<file path="config.mk">
export PLATFORM = sky130hd
export DESIGN_NAME = tdm_tx_framer
export DESIGN_NICKNAME = d
export VERILOG_FILES = /design/src/rtl/ctrl_pkg.sv /design/src/rtl/tdm_tx_framer_sck_div.sv /design/src/rtl/tdm_tx_framer.sv
export SDC_FILE = /design/constraint.sdc
export NUM_CORES = 1
export LEC_CHECK = 0
export CORE_MARGIN = 2
export CORE_UTILIZATION = 55
export CTS_BUF_LIST = sky130_fd_sc_hd__clkbuf_16
export CTS_CLUSTER_DIAMETER = 150
export DETAILED_ROUTE_END_ITERATION = 6
export PLACE_DENSITY = 0.78
export SYNTH_ARGS = -nofsm -noshare
export SYNTH_HDL_FRONTEND = slang
export SYNTH_SLANG_ARGS = --single-unit
</file>
<file path="constraint.sdc">
create_clock -name clk -period 4.7 [get_ports clk]
set_input_delay 0.94 -clock clk [delete_from_list [all_inputs] [get_ports clk]]
set_output_delay 0.94 -clock clk [all_outputs]
set_load 0.05 [all_outputs]
</file>
<file path="src/rtl/ctrl_pkg.sv">
// Shared configuration types and helpers for the TDM/I2S transmit framer.
package ctrl_pkg;

  typedef enum logic [1:0] {STD_I2S, STD_MSB, STD_LSB} standard_t;
  typedef enum logic [1:0] {WS_16, WS_24, WS_32} word_size_t;
  typedef enum logic {FS_16, FS_32} frame_size_t;
  typedef enum logic [1:0] {TX_IDLE, TX_RUN, TX_DRAIN} tx_state_t;

  localparam int SLOT16 = 16;
  localparam int SLOT32 = 32;

  function automatic int word_bits(word_size_t wsz);
    case (wsz)
      WS_16:   return 16;
      WS_24:   return 24;
      default: return 32;
    endcase
  endfunction

  function automatic int slot_bits(frame_size_t fsz);
    return (fsz == FS_32) ? SLOT32 : SLOT16;
  endfunction

  // Slot image left-aligned in 32 bits: bit 31 is the first bit on the wire.
  function automatic logic [31:0] slot_pattern(logic [31:0] w, standard_t std,
                                               word_size_t wsz, frame_size_t fsz);
    int          fb;
    int          n;
    logic [31:0] v;
    fb = slot_bits(fsz);
    n  = (word_bits(wsz) < fb) ? word_bits(wsz) : fb;
    v  = (n == 32) ? w : (w & ((32'd1 << n) - 32'd1));
    if (std == STD_LSB) return v << (32 - fb);
    return v << (32 - n);
  endfunction

endpackage

</file>
<file path="src/rtl/tdm_tx_framer_sck_div.sv">
// Bit-clock divider: toggles sck every CLK_DIV clk cycles, flags the edge about to happen.
module sck_div #(
  parameter int CLK_DIV = 4
) (
  input  logic clk,
  input  logic rst,
  input  logic en,
  input  logic clr,
  output logic sck,
  output logic fall_tick,
  output logic rise_tick
);

  localparam int CW = (CLK_DIV > 1) ? $clog2(CLK_DIV) : 1;

  logic [CW-1:0] cnt;
  logic          wrap;

  assign wrap = (cnt == CW'(CLK_DIV - 1));

  // NOTE: state registers use non-blocking assignments so every flop samples pre-edge values.
  always_ff @(posedge clk) begin
    if (rst || clr || !en) begin
      cnt <= '0;
      sck <= 1'b0;
    end else if (wrap) begin
      cnt <= '0;
      sck <= ~sck;
    end else begin
      cnt <= cnt + 1'b1;
    end
  end

  assign rise_tick = en && wrap && !sck;
  assign fall_tick = en && wrap && sck;

endmodule

</file>
<file path="src/rtl/tdm_tx_framer.sv">
// Master TDM/I2S transmit framer: NUM_CH slots per frame, valid/ready sample input.
// Optional build macro TDM_TX_MONO_EN adds a mono input (one sample replicated to all slots).
module tdm_tx_framer
  import ctrl_pkg::*;
#(
  parameter int NUM_CH   = 2,
  parameter int MAX_WORD = 32,
  parameter int CLK_DIV  = 4
) (
  input  logic                      clk,
  input  logic                      rst,
  input  logic                      tran_en,
  input  logic                      stop,
  input  logic                      mute,
`ifdef TDM_TX_MONO_EN
  input  logic                      mono,
`endif
  input  standard_t                 standard,
  input  word_size_t                word_size,
  input  frame_size_t               frame_size,
  input  logic [MAX_WORD-1:0]       s_data,
  input  logic                      s_valid,
  output logic                      s_ready,
  output logic [$clog2(NUM_CH)-1:0] s_ch,
  output logic                      sck,
  output logic                      ws,
  output logic                      sd,
  output logic                      underrun,
  output logic                      busy
);

  localparam int CH_W = $clog2(NUM_CH);

  tx_state_t     state_q, state_d;
  standard_t     std_q, std_e;
  word_size_t    wsz_q, wsz_e;
  frame_size_t   fsz_q, fsz_e;
  logic [CH_W-1:0] slot_q, slot_d, s_ch_q;
  logic [4:0]    bit_q, bit_d, last_bit;
  logic [31:0]   sh_q, sh_d, pat, pat_sel, mono_pat_q;
  logic          prev_q, prev_d, sd_q, sd_d, ws_q, ws_d, raw;
  logic [MAX_WORD-1:0] hold_q;
  logic          hold_full, underrun_q;
  logic          start_run, active, bit_start, slot_end, frame_end;
  logic          load, take, accept, mono_e;
  logic          fall_tick, rise_tick, div_clr;

  sck_div #(.CLK_DIV(CLK_DIV)) u_div (
    .clk       (clk),
    .rst       (rst),
    .en        (state_q != TX_IDLE),
    .clr       (div_clr),
    .sck       (sck),
    .fall_tick (fall_tick),
    .rise_tick (rise_tick)
  );

`ifdef TDM_TX_MONO_EN
  logic mono_q;
  assign mono_e = (state_q == TX_IDLE) ? mono : mono_q;
`else
  assign mono_e     = 1'b0;
  assign mono_pat_q = '0;
`endif

  // Config is taken straight from the inputs on the entry cycle, from the latches afterwards.
  assign start_run = (state_q == TX_IDLE) && tran_en && !stop;
  assign active    = (state_q != TX_IDLE) && tran_en;
  assign std_e     = start_run ? standard   : std_q;
  assign wsz_e     = start_run ? word_size  : wsz_q;
  assign fsz_e     = start_run ? frame_size : fsz_q;
  assign last_bit  = 5'(slot_bits(fsz_e) - 1);
  assign bit_start = start_run || (active && fall_tick);
  assign slot_end  = (bit_q == last_bit);
  assign frame_end = active && fall_tick && slot_end && (slot_q == CH_W'(NUM_CH - 1));
  assign accept    = s_valid && !hold_full;
  assign div_clr   = (state_q != TX_IDLE) && (state_d == TX_IDLE);

  // NOTE: every signal driven here gets a default first, so no path can infer a latch.
  always_comb begin
    state_d = state_q;
    case (state_q)
      TX_IDLE:  if (start_run) state_d = TX_RUN;
      TX_RUN:   if (!tran_en) state_d = TX_IDLE; else if (stop) state_d = TX_DRAIN;
      TX_DRAIN: if (!tran_en || frame_end) state_d = TX_IDLE;
      default:  state_d = TX_IDLE;
    endcase
  end

  always_comb begin
    slot_d = slot_q;
    bit_d  = bit_q;
    if (start_run) begin
      slot_d = '0;
      bit_d  = '0;
    end else if (bit_start) begin
      if (slot_end) begin
        bit_d  = '0;
        slot_d = (slot_q == CH_W'(NUM_CH - 1)) ? '0 : slot_q + 1'b1;
      end else begin
        bit_d = bit_q + 1'b1;
      end
    end
    if (state_d == TX_IDLE) begin
      slot_d = '0;
      bit_d  = '0;
    end
  end

  // A new word arriving in the load cycle bypasses the empty holding register.
  assign load = bit_start && (state_d != TX_IDLE) && (start_run || slot_end);
  assign take = load && !(mono_e && (slot_d != '0));
  assign pat  = slot_pattern(32'(hold_full ? hold_q : s_data), std_e, wsz_e, fsz_e);

  always_comb begin
    pat_sel = mono_pat_q;
    if (take) pat_sel = (hold_full || accept) ? pat : '0;
  end

  always_comb begin
    raw    = 1'b0;
    sh_d   = sh_q;
    prev_d = prev_q;
    sd_d   = sd_q;
    ws_d   = ws_q;
    if (load) begin
      raw  = pat_sel[31];
      sh_d = {pat_sel[30:0], 1'b0};
    end else if (bit_start) begin
      raw  = sh_q[31];
      sh_d = {sh_q[30:0], 1'b0};
    end
    if (bit_start && (state_d != TX_IDLE)) begin
      if (std_e == STD_I2S) begin
        sd_d   = (start_run ? 1'b0 : prev_q) & ~mute;
        prev_d = raw;
      end else begin
        sd_d = raw & ~mute;
      end
      ws_d = (NUM_CH == 2) ? (slot_d == CH_W'(1)) : ((slot_d == '0) && (bit_d == '0));
    end
    if (state_d == TX_IDLE) begin
      sd_d = 1'b0;
      ws_d = 1'b0;
    end
  end

  always_ff @(posedge clk) begin
    if (rst) begin
      state_q    <= TX_IDLE;
      std_q      <= STD_I2S;
      wsz_q      <= WS_16;
      fsz_q      <= FS_16;
      slot_q     <= '0;
      bit_q      <= '0;
      sh_q       <= '0;
      prev_q     <= 1'b0;
      sd_q       <= 1'b0;
      ws_q       <= 1'b0;
      hold_full  <= 1'b0;
      underrun_q <= 1'b0;
      s_ch_q     <= '0;
    end else begin
      state_q <= state_d;
      slot_q  <= slot_d;
      bit_q   <= bit_d;
      sh_q    <= sh_d;
      prev_q  <= prev_d;
      sd_q    <= sd_d;
      ws_q    <= ws_d;
      if (start_run) begin
        std_q      <= standard;
        wsz_q      <= word_size;
        fsz_q      <= frame_size;
        underrun_q <= 1'b0;
      end
      if (take) begin
        if (hold_full)    hold_full  <= 1'b0;
        else if (!accept) underrun_q <= 1'b1;
      end else if (accept) begin
        hold_full <= 1'b1;
      end
      if ((state_q != TX_IDLE) && !tran_en)
        s_ch_q <= '0;
      else if (accept && !mono_e)
        s_ch_q <= (s_ch_q == CH_W'(NUM_CH - 1)) ? '0 : s_ch_q + 1'b1;
    end
  end

  // NOTE: the holding data needs no reset; hold_full alone says whether it is meaningful.
  always_ff @(posedge clk) begin
    if (accept && !take) hold_q <= s_data;
  end

`ifdef TDM_TX_MONO_EN
  always_ff @(posedge clk) begin
    if (rst) begin
      mono_q     <= 1'b0;
      mono_pat_q <= '0;
    end else begin
      if (start_run) mono_q <= mono;
      if (load && (slot_d == '0)) mono_pat_q <= pat_sel;
    end
  end
`endif

  always_ff @(posedge clk) begin
    if (!rst) assert (!(rise_tick && fall_tick));
  end

  assign s_ready  = !hold_full;
  assign s_ch     = s_ch_q;
  assign ws       = ws_q;
  assign sd       = sd_q;
  assign underrun = underrun_q;
  assign busy     = (state_q != TX_IDLE);

endmodule
</file>
# Yosys cells after proc, flatten, opt, wreduce, memory -nomap -nowiden
# Cells that the tools add are included.
[word_totals]
ff_bits = 85
inputBits = 43
out_inout_bits = 7
wordCells = 112
[op_classes]
add_sub_neg = 8
magnitude_cmp = 1
eq_ne = 7
shift = 3
muxes = 34
bitwise_logic = 5
reduce_logical = 38
[op_table]
columns = ["cell", "n"]
rows = [
  ["32-bit two-way mux", 7],
  ["32-bit by 32-bit left shift with 32-bit output", 2],
  ["32-bit AND", 1],
  ["32-bit by 7-bit == test with 1-bit output, second input constant", 1],
  ["1-bit by 32-bit left shift with 32-bit output, first input constant", 1],
  ["32-bit by 1-bit subtractor with 32-bit output, second input constant", 1],
  ["7-bit by 32-bit subtractor with 32-bit output, first input constant", 1],
  ["1-bit two-way mux", 16],
  ["1-bit logical AND", 14],
  ["2-bit two-way mux", 6],
  ["6-bit two-way mux", 2],
  ["6-bit case mux with 2 select lines", 1],
  ["2-bit zero test", 4],
  ["2-bit OR reduction", 4],
  ["6-bit by 6-bit subtractor with 7-bit output, first input constant", 1],
  ["2-bit == test, second input constant", 3],
  ["1-bit logical OR", 6],
  ["6-bit less-than comparator", 1],
  ["2-bit case mux with 3 select lines", 1],
  ["2-bit nonzero test", 3],
  ["5-bit by 1-bit adder with 5-bit output, second input constant", 1],
  ["5-bit == test", 1],
  ["1-bit zero test", 5],
  ["5-bit two-way mux", 1],
  ["8 further kinds", 12],
]

# Longest topological paths before layout
# Gate-level depths: netlist (run 1).
[depth]
ltp_word = 19
ltp_mapped = 14
ltp_nobuf = 14

# By module
# A second synthesis (run 1) with hierarchy kept.
[unflattened]
cells_unflattened = 511
area_unflattened_um2 = 4822.1
[by_module_without_submodules]
columns = ["module", "instances", "cells_each", "area_each_um2", "seq_area_each_um2"]
rows = [
  ["tdm_tx_framer", 1, 499, 4692.0, 1961.9],
  ["sck_div", 1, 12, 130.1, 60.1],
]

# Least setup slack after synthesis (run 1)
# No wires, ideal clock.
[synth_timing]
path_kind = "input-to-reg"
from = "input stop"
to = "register prev_q"
setup_ps = 144
arrival_ps = 3399
t_required_ps = 4556
setup_slack_ps = 1157
cell_stages = 14
n_path_buf = 1
cell_sequence = "or4b_4 > buf_6 > mux2_2 > inv_2 > ha_1 > nand2_1 > ha_1 > a21oi_1 > mux2_2 > nor2_1 > mux2i_1 > a21oi_1 > a32oi_1 > a311oi_1"
[synth_between]
elab_chain_cells = 16
elab_cells_between_ends = 44
cone_classes = "4 x add/sub; 1 x order compare; 4 x eq/ne; 3 x shift; 18 x mux; 1 x bitwise; 13 x reduce/logical"
[synth_lines]
columns = ["element", "line_no", "text"]
rows = [
  ["from (decl)", "tdm_tx_framer.sv:13", "input logic stop,"],
  ["1-bit zero test", "tdm_tx_framer.sv:67", "assign start_run = (state_q == TX_IDLE) && tran_en && !stop;"],
  ["1-bit logical AND", "tdm_tx_framer.sv:67", ""],
  ["2-bit two-way mux", "-", ""],
  ["2-bit by 1-bit == test with 1-bit output or 2-bit zero test (tied branches)", "ctrl_pkg.sv:13", "case (wsz)"],
  ["6-bit case mux with 2 select lines", "ctrl_pkg.sv:13", ""],
  ["6-bit less-than comparator", "ctrl_pkg.sv:31", "n = (word_bits(wsz) < fb) ? word_bits(wsz) : fb;"],
  ["6-bit two-way mux", "ctrl_pkg.sv:31", ""],
  ["1-bit by 32-bit left shift with 32-bit output", "ctrl_pkg.sv:32", "v = (n == 32) ? w : (w & ((32'd1 << n) - 32'd1));"],
  ["32-bit by 1-bit subtractor with 32-bit output", "ctrl_pkg.sv:32", ""],
  ["32-bit AND", "ctrl_pkg.sv:32", ""],
  ["32-bit two-way mux", "ctrl_pkg.sv:32", ""],
  ["32-bit by 32-bit left shift with 32-bit output", "ctrl_pkg.sv:33", "if (std == STD_LSB) return v << (32 - fb);"],
  ["32-bit two-way mux", "ctrl_pkg.sv:33", ""],
  ["32-bit two-way mux", "ctrl_pkg.sv:34", "return v << (32 - n);"],
  ["32-bit two-way mux", "tdm_tx_framer.sv:117", "if (take) pat_sel = (hold_full || accept) ? pat : '0;"],
  ["1-bit two-way mux", "tdm_tx_framer.sv:126", "if (load) begin"],
  ["to (signal assigned)", "tdm_tx_framer.sv:168", "prev_q <= prev_d;"],
  ["to (decl)", "tdm_tx_framer.sv:41", "logic prev_q, prev_d, sd_q, sd_d, ws_q, ws_d, raw;"],
]
# Parallel ways exist; a longest one is shown, timed or not. The select of a mux whose other input is x is not followed.
# A chain may end at the register's enable or synchronous reset.

# Final worst setup path (run 1)
[layout_timing]
from = "input tran_en"
to = "register sh_q[14]"
[layout_between]
elab_chain_cells = 16
elab_cells_between_ends = 44
cone_classes = "4 x add/sub; 1 x order compare; 4 x eq/ne; 3 x shift; 16 x mux; 1 x bitwise; 15 x reduce/logical"
[layout_lines]
columns = ["element", "line_no", "text"]
rows = [
  ["from (decl)", "tdm_tx_framer.sv:12", "input logic tran_en,"],
  ["1-bit logical AND (2 in series)", "tdm_tx_framer.sv:67", ""],
  ["2-bit two-way mux", "-", ""],
  ["2-bit by 1-bit == test with 1-bit output or 2-bit zero test (tied branches)", "ctrl_pkg.sv:13", ""],
  ["6-bit case mux with 2 select lines", "ctrl_pkg.sv:13", ""],
  ["6-bit less-than comparator", "ctrl_pkg.sv:31", ""],
  ["6-bit two-way mux", "ctrl_pkg.sv:31", ""],
  ["1-bit by 32-bit left shift with 32-bit output", "ctrl_pkg.sv:32", ""],
  ["32-bit by 1-bit subtractor with 32-bit output", "ctrl_pkg.sv:32", ""],
  ["32-bit AND", "ctrl_pkg.sv:32", ""],
  ["32-bit two-way mux", "ctrl_pkg.sv:32", ""],
  ["32-bit by 32-bit left shift with 32-bit output", "ctrl_pkg.sv:33", ""],
  ["32-bit two-way mux", "ctrl_pkg.sv:33", ""],
  ["32-bit two-way mux", "ctrl_pkg.sv:34", ""],
  ["32-bit two-way mux", "tdm_tx_framer.sv:117", ""],
  ["32-bit two-way mux", "tdm_tx_framer.sv:126", ""],
  ["to (signal assigned)", "tdm_tx_framer.sv:156", "sh_q <= '0;"],
  ["to (signal assigned)", "tdm_tx_framer.sv:167", "sh_q <= sh_d;"],
  ["to (decl)", "tdm_tx_framer.sv:40", "logic [31:0] sh_q, sh_d, pat, pat_sel, mono_pat_q;"],
]
# Parallel ways exist; a longest one is shown, timed or not. The select of a mux whose other input is x is not followed.

==> impl_metrics.yaml, run 1 <==
placement:
  dp_hpwl_um: 7410
  numPortBuffers: 49
  gp_congestion: 0.890
logic_synthesis:
  synth_top_cell_area_share_pct: 23.7
  syn-num-nets: 490
  synth_area_leaders: "dfxtp_1, edfxtp_1, mux2i_1"
  async_flop_share_pct: 0
  ys_seq_area_share_pct: 45.2
  synth_flop_cell: "dfxtp_1"
  syn_area_um2: 4470
  synth_top_area_cell: "dfxtp_1"
  yosysWarnings: 0
  synth_edf_count: 32
  synth_cell_type_count: 58
  synth_seq_cells: 85
  synthesis.area_per_instance_um2: 10.1
  syn_inst: 442
global_route:
  grt.total_usage_pct: 25.2
  grt_max_degree: 42
  grt_antenna_before_repair: 0
  globalRouteOverflowTotal: 0
  grt_pass1_vias: 3636
  grt_pass1_wl_um: 17400
floorplanning:
  ios: 50
  die_y_um: 94.2
  die_w_um: 94.2
  core_area_um2: 7810
  die_area_um2: 8870
  start_util_pct: 57.3
  num_rows: 32
power_and_ir_drop:
  ir_drop_uv: 189
  power_density_nw_per_um2: 338
  power_leakage_uw: 0.00192
cells_and_area:
  final_common_cell: "nor2_1"
  n_antenna_cell: 0
  n_fill_cell: 599
  fin_nets: 538
  most-common-layout-cells: "nor2_1, dfxtp_1, clkdlybuf4s50_1, mux2i_1"
  syn_to_final_growth_pct: 20.0
  seq_area_um2: 2020
  drive_gt1_share_pct: 15.2
  multi_input_area_um2: 2290
clock_network:
  cts_made_buffers: 9
  cts.sinks: 85
  cts_root_buffer: "clkbuf_16"
  cts.reportedPaths.clkPinSlew_ns: 0.06
  clk_path_buf_depth: 2
  ctsResizeCount: 0
  cts_setup_buffers: 0
  cts_tree: "yes"
  ctsHoldBuffers: 0
  cts_max_level: 3
  clk_latency_ns: 0.34
drt:
  num_vias: 3740
  drtIter0Drc: 324
  finalWirelength_um: 10700
  dr.pass1.iters: 7
  drtAntennaViolNets: 0
  route.detailed.drc: 0
  wl_per_cell_um: 17.9
  viasPerCell: 6.26
setup_path:
  start_kind: "primary input"
  path_class: "primary input to flip-flop"
  rr_worst_depth: 14
  cp-end-kind: "flip-flop"
  ff2ff_setup_slack_ns: 1.35
  path_max_fanout: 7
  crit_path_start: "tran_en"
  crit_required_ns: 4.96
  worstPathArrival_ns: 4.34
  regToRegStartpoint: "state_q[0]$_SDFF_PP0_"
  r2r-end: "sh_q[14]$_SDFFE_PP0P_"
hold_path:
  min_from: "u_div.cnt[0]$_SDFF_PP0_"
  hp-class: "flip-flop to flip-flop"
  min_to: "u_div.cnt[0]$_SDFF_PP0_"
  min_delay_path_depth: 1
timing:
  timing.fmax_mhz: 245
  tightestPinTransition_ns: 0.700
  hold_slack_ns: 0.439
  fin_tns_setup_ns: 0
  period_share_pct: 86.7
  finalClockSkew_ns: 0.00894
  hold_viol: 0
  maxSlewViolCount: 0
  maxSlewHeadroom_pct: 53.0
  rsz0062_at_grt: "no"
  setup_viol: 0
  fin_crit_ns: 4.08
job:
  maxCapViolations: 0
run_status:
  status: "completed"
[kinds of logic after synthesis]
| logic type | after synthesis | synth area share [%] |
|---|---|---|
| and+or+nand+nor | 161 | 19.2 |
| AOI/OAI and AO/OA | 90 | 16.4 |
| DFF | 85 | 45.2 |
| muxes | 54 | 12.6 |
| buffers and inverters | 39 | 3.77 |
| xor gates and xnor gates | 7 | 1.37 |
| adders and majority gates | 5 | 1.40 |
| other | 1 | 0.0838 |
[state kept, by name (all words and copies together), names as in the netlist, 2 cells and up]
name / flops
hold_q: 32
u_div.cnt: 2
std_q: 2
wsz_q: 2
state_q: 2
bit_q: 5
sh_q: 31
[routing by layer]
| metal | share of wire (%) | global-route usage (%) | wire length (um) |
|---|---|---|---|
| met1 | 44 | 32.7 | 4680 |
| met2 | 48 | 42.0 | 5120 |
| met3 | 6.1 | 4.57 | 648 |
| met4 | 2.4 | 9.18 | 253 |
| met5 | 0 | 0 | 0 |
[Yosys cell counts, types with 3 or more instances]
library cell  instances
nor2_1               56
dfxtp_1              53
mux2i_1              36
edfxtp_1             32
nand2_1              32
nor3_1               22
mux2_2               18
a21oi_1              17
clkbuf_1             17
a211oi_1             16
inv_1                11
a221oi_1              9
a221oi_2              8
a32oi_1               8
nor4_1                8
nor3_2                7
o22ai_1               7
a221o_1               6
nor2b_1               6
ha_1                  5
xnor2_1               5
buf_1                 4
nand3_1               4
o21ai_0               4
buf_2                 3
nand2b_1              3
nor3b_1               3
[area by class of cell]
type,instances,share of cell area [%]
Clock buffer,9,4.19
Tap cell,102,2.38
Sequential cell,85,37.7
Clock inverter,7,1.12
Timing Repair Buffer,64,11.2
Inverter,12,0.839
Multi-Input combinational cell,318,42.6
[report_power, final]
group / switching [uW] / internal, uW
sequential: 19.1 / 808
clock: 286 / 404
combinational: 169 / 127
[per-stage QoR]
stage	utilization [%]	power (uW)	setup slack [ns]	instance area, um^2	instances
finish	68.8	1810	0.625	5370	597
global route	68.8	1870	0.376	5370	597
CTS	68.8	1810	0.646	5370	597
detailed placement	65.1	1130	0.310	5080	581
global placement	65.1	1130	0.444	5080	581
floorplan	-	1030	1.16	4470	442
[worst max path at each step]
stage                                       end  slack, ns  cells past startpoint
after floorplan             prev_q$_SDFFE_PP0P_       1.16                     14
after global placement      prev_q$_SDFFE_PP0P_       0.44                     14
after detailed placement  sh_q[14]$_SDFFE_PP0P_       0.31                     15
after CTS                 sh_q[14]$_SDFFE_PP0P_       0.65                     15
after global routing      sh_q[15]$_SDFFE_PP0P_       0.38                     15
final                     sh_q[14]$_SDFFE_PP0P_       0.62                     15
[worst max-delay path: stages]
cell and delay (ns):
clkdlybuf4s50_1 0.58, or4b_4 0.53, and4b_1 0.26, nor2_1 0.15, inv_1 0.07, ha_1 0.22, nand2_1 0.07, ha_1 0.20
a21oi_1 0.05, mux2_2 0.34, nor2_1 0.22, mux2i_1 0.13, nor4_1 0.29, a211oi_1 0.09, nor3_1 0.18
No activity file was read; power rests on OpenSTA's default activity.
==> run 2: changes to the inputs <==
- CTS_CLUSTER_SIZE: unset -> 16
- DONT_BUFFER_PORTS: unset -> 1
- PLACE_DENSITY: 0.78 -> 0.7
==> impl_metrics.yaml, run 2 (same netlist as run 1, synthesis figures left out) <==
timing:
  finalClockSkew_ns: 0.00787
  rsz0062_at_grt: "no"
  timing.fmax_mhz: 275
  maxSlewHeadroom_pct: 32.1
  hold_viol: 0
  maxSlewViolCount: 0
  hold_slack_ns: 0.446
  period_share_pct: 77.4
  fin_tns_setup_ns: 0
  fin_crit_ns: 3.64
  setup_viol: 0
  tightestPinTransition_ns: 1.02
hold_path:
  min_delay_path_depth: 2
  min_from: "wsz_q[0]$_SDFF_PP0_"
  hp-class: "flip-flop to flip-flop"
  min_to: "wsz_q[0]$_SDFF_PP0_"
clock_network:
  cts_setup_buffers: 0
  cts.reportedPaths.clkPinSlew_ns: 0.06
  cts_max_level: 3
  cts_made_buffers: 9
  clk_latency_ns: 0.34
  cts_tree: "yes"
  ctsHoldBuffers: 0
  ctsResizeCount: 0
  cts_root_buffer: "clkbuf_16"
  cts.sinks: 85
  clk_path_buf_depth: 2
run_status:
  status: "completed"
cells_and_area:
  most-common-layout-cells: "nor2_1, dfxtp_1, mux2i_1, nand2_1, edfxtp_1"
  drive_gt1_share_pct: 16.4
  syn_to_final_growth_pct: 8.03
  n_fill_cell: 647
  largest_reg_flops: 32
  postLayoutCoreUtil_pct: 61.9
  top_register: "hold_q"
  top_regs: "hold_q x32, sh_q x31, bit_q x5"
  n_antenna_cell: 0
  fin_nets: 482
  final_common_cell: "nor2_1"
drt:
  wl_met1_um: 4540
  drtIter0Drc: 241
  met3_length_um: 628
  route.detailed.drc: 0
  drtAntennaViolNets: 0
  finalWirelength_um: 10200
  top_layer: "met4"
  route.met2.wl_um: 4880
  wl_per_cell_um: 18.9
  viasPerCell: 6.24
  dr.pass1.iters: 5
  num_vias: 3376
global_route:
  grt_pass1_vias: 3326
  grt_antenna_before_repair: 0
  grt_max_degree: 42
  grt_pass1_wl_um: 16500
  grt.total_usage_pct: 23.8
  globalRouteOverflowTotal: 0
setup_path:
  start_kind: "primary input"
  rr_worst_depth: 11
  crit_required_ns: 4.90
  cp-end-kind: "flip-flop"
  r2r-end: "prev_q$_SDFFE_PP0P_"
  crit_chain: "or4b_4 -> mux2_2 -> inv_2 -> ha_1 -> o2bb2ai_1 -> mux2i_1 -> nor2_1 -> a221oi_1 -> a21oi_1 -> a32oi_1 -> a311oi_1"
  path_class: "primary input to flip-flop"
  path_max_fanout: 13
  regToRegStartpoint: "state_q[0]$_SDFF_PP0_"
  ff2ff_setup_slack_ns: 1.18
  crit_slowest_cell: "or4b_4"
  max_stage_delay_ns: 0.58
  worstPathArrival_ns: 3.83
power_and_ir_drop:
  comb_power_share_pct: 12.6
  seqPwrFrac_pct: 47.9
  switching_share_pct: 25.7
  power_leakage_uw: 0.00170
  p_int_uw: 1310
  clockPowerShare_pct: 39.6
  ir_drop_uv: 178
  power_density_nw_per_um2: 364
  p_sw_uw: 452
floorplanning:
  die_y_um: 94.2
  core_area_um2: 7810
  die_w_um: 94.2
  start_util_pct: 57.3
  ios: 50
  num_rows: 32
  die_area_um2: 8870
placement:
  gp_congestion: 0.807
  numPortBuffers: 0
  dp_hpwl_um: 7010
job:
  maxCapViolations: 0
## run 2: cell count changes in the layout (fill, tap and decap cells not counted)
cell	previous run	this run
buf_4	15	8
clkdlybuf4s50_1	49	0
clkinv_4	0	2
clkinvlp_4	2	1
dfxtp_1	53	52
dfxtp_2	0	1
inv_1	14	11
inv_2	1	3
## run 2: worst max-delay path by stage
| stage | from | to | slack, ns |
|---|---|---|---|
| 2_1_floorplan | stop | prev_q$_SDFFE_PP0P_ | 1.16 |
| 3_5_place_dp | stop | prev_q$_SDFFE_PP0P_ | 0.76 |
| 6_report | stop | prev_q$_SDFFE_PP0P_ | 1.06 |
| 5_1_grt | stop | prev_q$_SDFFE_PP0P_ | 0.85 |
| 4_1_cts | stop | prev_q$_SDFFE_PP0P_ | 1.12 |
| 3_3_place_gp | stop | prev_q$_SDFFE_PP0P_ | 0.84 |
## run 2: routing by layer
metal	track usage, %	up-vias
met4	5.68	0
met3	6.58	14
met1	31.4	1613
li1	-	1648
met5	0	-
met2	38.9	101
## run 2: layout make-up
class,count,area (um^2),share of cell area [%]
Multi-Input combinational cell,318,2290,47.3
Timing Repair Buffer,8,60.1,1.24
Sequential cell,85,2020,41.9
Inverter,12,45.0,0.932
Clock inverter,7,66.3,1.37
Tap cell,102,128,2.64
Clock buffer,9,225,4.66
## run 2: critical path: cells and delay by family
kind,cells,cell delay [ns]
AO/OA/AOI/OAI,5,0.91
AND/OR/NAND/NOR,2,0.73
adder cells (fa/ha/maj),1,0.22
multiplexers,2,0.86
buffers and inverters,1,0.17
## run 2: stage by stage
step	worst slack, ns	power (uW)	cell area, um^2	instances
5_1_grt	0.853	1820	4830	541
4_1_cts	1.12	1760	4830	541
3_5_place_dp	0.763	1080	4540	525
2_1_floorplan	1.16	1030	4470	442
6_report	1.06	1760	4830	541
3_3_place_gp	0.841	1070	4540	525
## run 2: power by group through the flow
stage / clock network, uW / registers (uW) / logic, uW
final: 695 / 841 / 221
after global placement: 0 / 856 / 215
after CTS: 702 / 842 / 219
after global routing: 729 / 846 / 242
after detailed placement: 0 / 857 / 218
after floorplan: 0 / 842 / 187
==> run 3: changes to the inputs <==
- clock period: 4.7 -> 3.6 ns (I/O delays scaled with it)
==> impl_metrics.yaml, run 3 (same netlist as run 1, synthesis figures left out) <==
run_status:
  status: "completed"
setup_path:
  max_stage_delay_ns: 0.64
  cp-end-kind: "flip-flop"
  rr_worst_depth: 14
  path_class: "flip-flop to flip-flop"
  regToRegStartpoint: "state_q[0]$_SDFF_PP0_"
  worstPathArrival_ns: 3.56
  ff2ff_setup_slack_ns: 0.29
  crit_slowest_cell: "or4b_4"
  r2r-end: "prev_q$_SDFFE_PP0P_"
  crit_required_ns: 3.85
  start_kind: "flip-flop"
  crit_chain: "or4b_4 -> and4b_1 -> nor2_1 -> inv_1 -> ha_1 -> nand2_1 -> ha_1 -> a21oi_1 -> mux2_2 -> nor2_1 -> mux2i_1 -> a21oi_1 -> a32oi_1 -> a311oi_1"
  path_max_fanout: 9
job:
  maxCapViolations: 0
cells_and_area:
  finalNonFillerCells: 549
  seq_area_um2: 2020
  most-common-layout-cells: "nor2_1, dfxtp_1, mux2i_1, nand2_1, edfxtp_1"
  drive_gt1_share_pct: 17.9
  fin_nets: 490
  top_regs: "hold_q x32, sh_q x31, bit_q x5"
  largest_reg_flops: 32
  top_register: "hold_q"
  multi_input_area_um2: 2290
  fin_area_um2: 4910
  n_fill_cell: 648
  syn_to_final_growth_pct: 9.79
  n_antenna_cell: 0
  final_common_cell: "nor2_1"
drt:
  wl_per_cell_um: 19.0
  dr.pass1.iters: 5
  drtIter0Drc: 322
  num_vias: 3509
  route.detailed.drc: 0
  finalWirelength_um: 10500
  viasPerCell: 6.39
  drtAntennaViolNets: 0
floorplanning:
  core_area_um2: 7810
  start_util_pct: 57.3
  die_w_um: 94.2
  num_rows: 32
  die_area_um2: 8870
  die_y_um: 94.2
  ios: 50
clock_network:
  ctsResizeCount: 0
  cts.sinks: 85
  clk_latency_ns: 0.34
  cts_root_buffer: "clkbuf_16"
  cts.reportedPaths.clkPinSlew_ns: 0.06
  clk_path_buf_depth: 2
  cts_made_buffers: 9
  cts_max_level: 3
  cts_tree: "yes"
  ctsHoldBuffers: 0
  cts_setup_buffers: 0
hold_path:
  min_from: "u_div.cnt[0]$_SDFF_PP0_"
  min_to: "u_div.cnt[0]$_SDFF_PP0_"
  hp-class: "flip-flop to flip-flop"
  min_delay_path_depth: 1
placement:
  placed_cells: 533
  numPortBuffers: 0
  dp_hpwl_um: 7200
  placed_cell_area_um2: 4630
  gp_congestion: 0.868
  dp_slack_ns: 0.0435
timing:
  fin_crit_ns: 3.31
  fin_tns_setup_ns: 0
  maxSlewHeadroom_pct: 49.8
  finalClockSkew_ns: 0.00941
  period_share_pct: 91.8
  maxSlewViolCount: 0
  hold_viol: 0
  tightestPinTransition_ns: 0.752
  worst_slack_ns: 0.294
  hold_slack_ns: 0.443
  setup_viol: 0
  timing.fmax_mhz: 302
  rsz0062_at_grt: "no"
power_and_ir_drop:
  clockPowerShare_pct: 38.6
  switching_share_pct: 26.1
  p_sw_uw: 596
  power_leakage_uw: 0.00175
  seqPwrFrac_pct: 48.1
  power_density_nw_per_um2: 464
  p_int_uw: 1690
  ir_drop_uv: 259
  comb_power_share_pct: 13.3
global_route:
  grt_max_degree: 42
  grt.total_usage_pct: 25.0
  grt_pass1_wl_um: 17200
  grt_pass1_vias: 3468
  globalRouteOverflowTotal: 0
  grt_antenna_before_repair: 0
run 3: changes by cell type in the layout (fill, tap and decap cells not counted), sizes merged:
cell | previous run | this run
clkinvlp | 1 | 0
bufinv | 1 | 0
inv | 14 | 15
buf | 8 | 16
clkbuf | 9 | 10
run 3: layout make-up:
class | instances | share of cell area (%)
sequential | 85 | 41.2
clock inverter | 6 | 0.713
multi-input combinational | 318 | 46.5
clock buffer | 10 | 5.09
inverter | 12 | 0.917
tap | 102 | 2.60
timing repair buffer | 16 | 2.95
run 3: routing by layer:
| metal | wire length (um) | track usage, % | vias to the layer above |
|---|---|---|---|
| met5 | 0 | 0 | - |
| met4 | 177 | 7.49 | 0 |
| met3 | 750 | 5.46 | 18 |
| met2 | 5050 | 42.4 | 135 |
| met1 | 4480 | 32.0 | 1684 |
| li1 | - | - | 1672 |
run 3: critical path: cells and delay by family (launching register included):
kind,cells,cell delay [ns]
DFF,1,0.39
AOI/OAI and AO/OA,4,0.60
muxes,2,0.45
and+or+nand+nor,5,1.29
buffers and inverters,1,0.06
adders and majority gates,2,0.43
run 3: worst max-delay path by stage:
stage	slack (ns)	to	start
final	0.29	prev_q$_SDFFE_PP0P_	state_q[0]$_SDFF_PP0_
after global routing	0.07	sh_q[12]$_SDFFE_PP0P_	state_q[0]$_SDFF_PP0_
after CTS	0.30	prev_q$_SDFFE_PP0P_	state_q[0]$_SDFF_PP0_
after detailed placement	0.04	prev_q$_SDFFE_PP0P_	stop
after global placement	0.18	prev_q$_SDFFE_PP0P_	stop
after floorplan	0.28	prev_q$_SDFFE_PP0P_	stop
run 3: metrics by stage:
stage | power (uW) | util [%]
after floorplan | 1340 | -
after global placement | 1410 | 59.3
after detailed placement | 1420 | 59.3
after CTS | 2290 | 62.9
after global routing | 2360 | 62.9
final | 2280 | 62.9
run 3: power groups by stage:
| stage | Clock (uW) | Combinational (uW) | Sequential (uW) |
|---|---|---|---|
| floorplan | 0 | 244 | 1100 |
| global placement | 0 | 295 | 1110 |
| detailed placement | 0 | 300 | 1120 |
| CTS | 888 | 302 | 1100 |
| global route | 926 | 332 | 1100 |
| finish | 882 | 303 | 1100 |
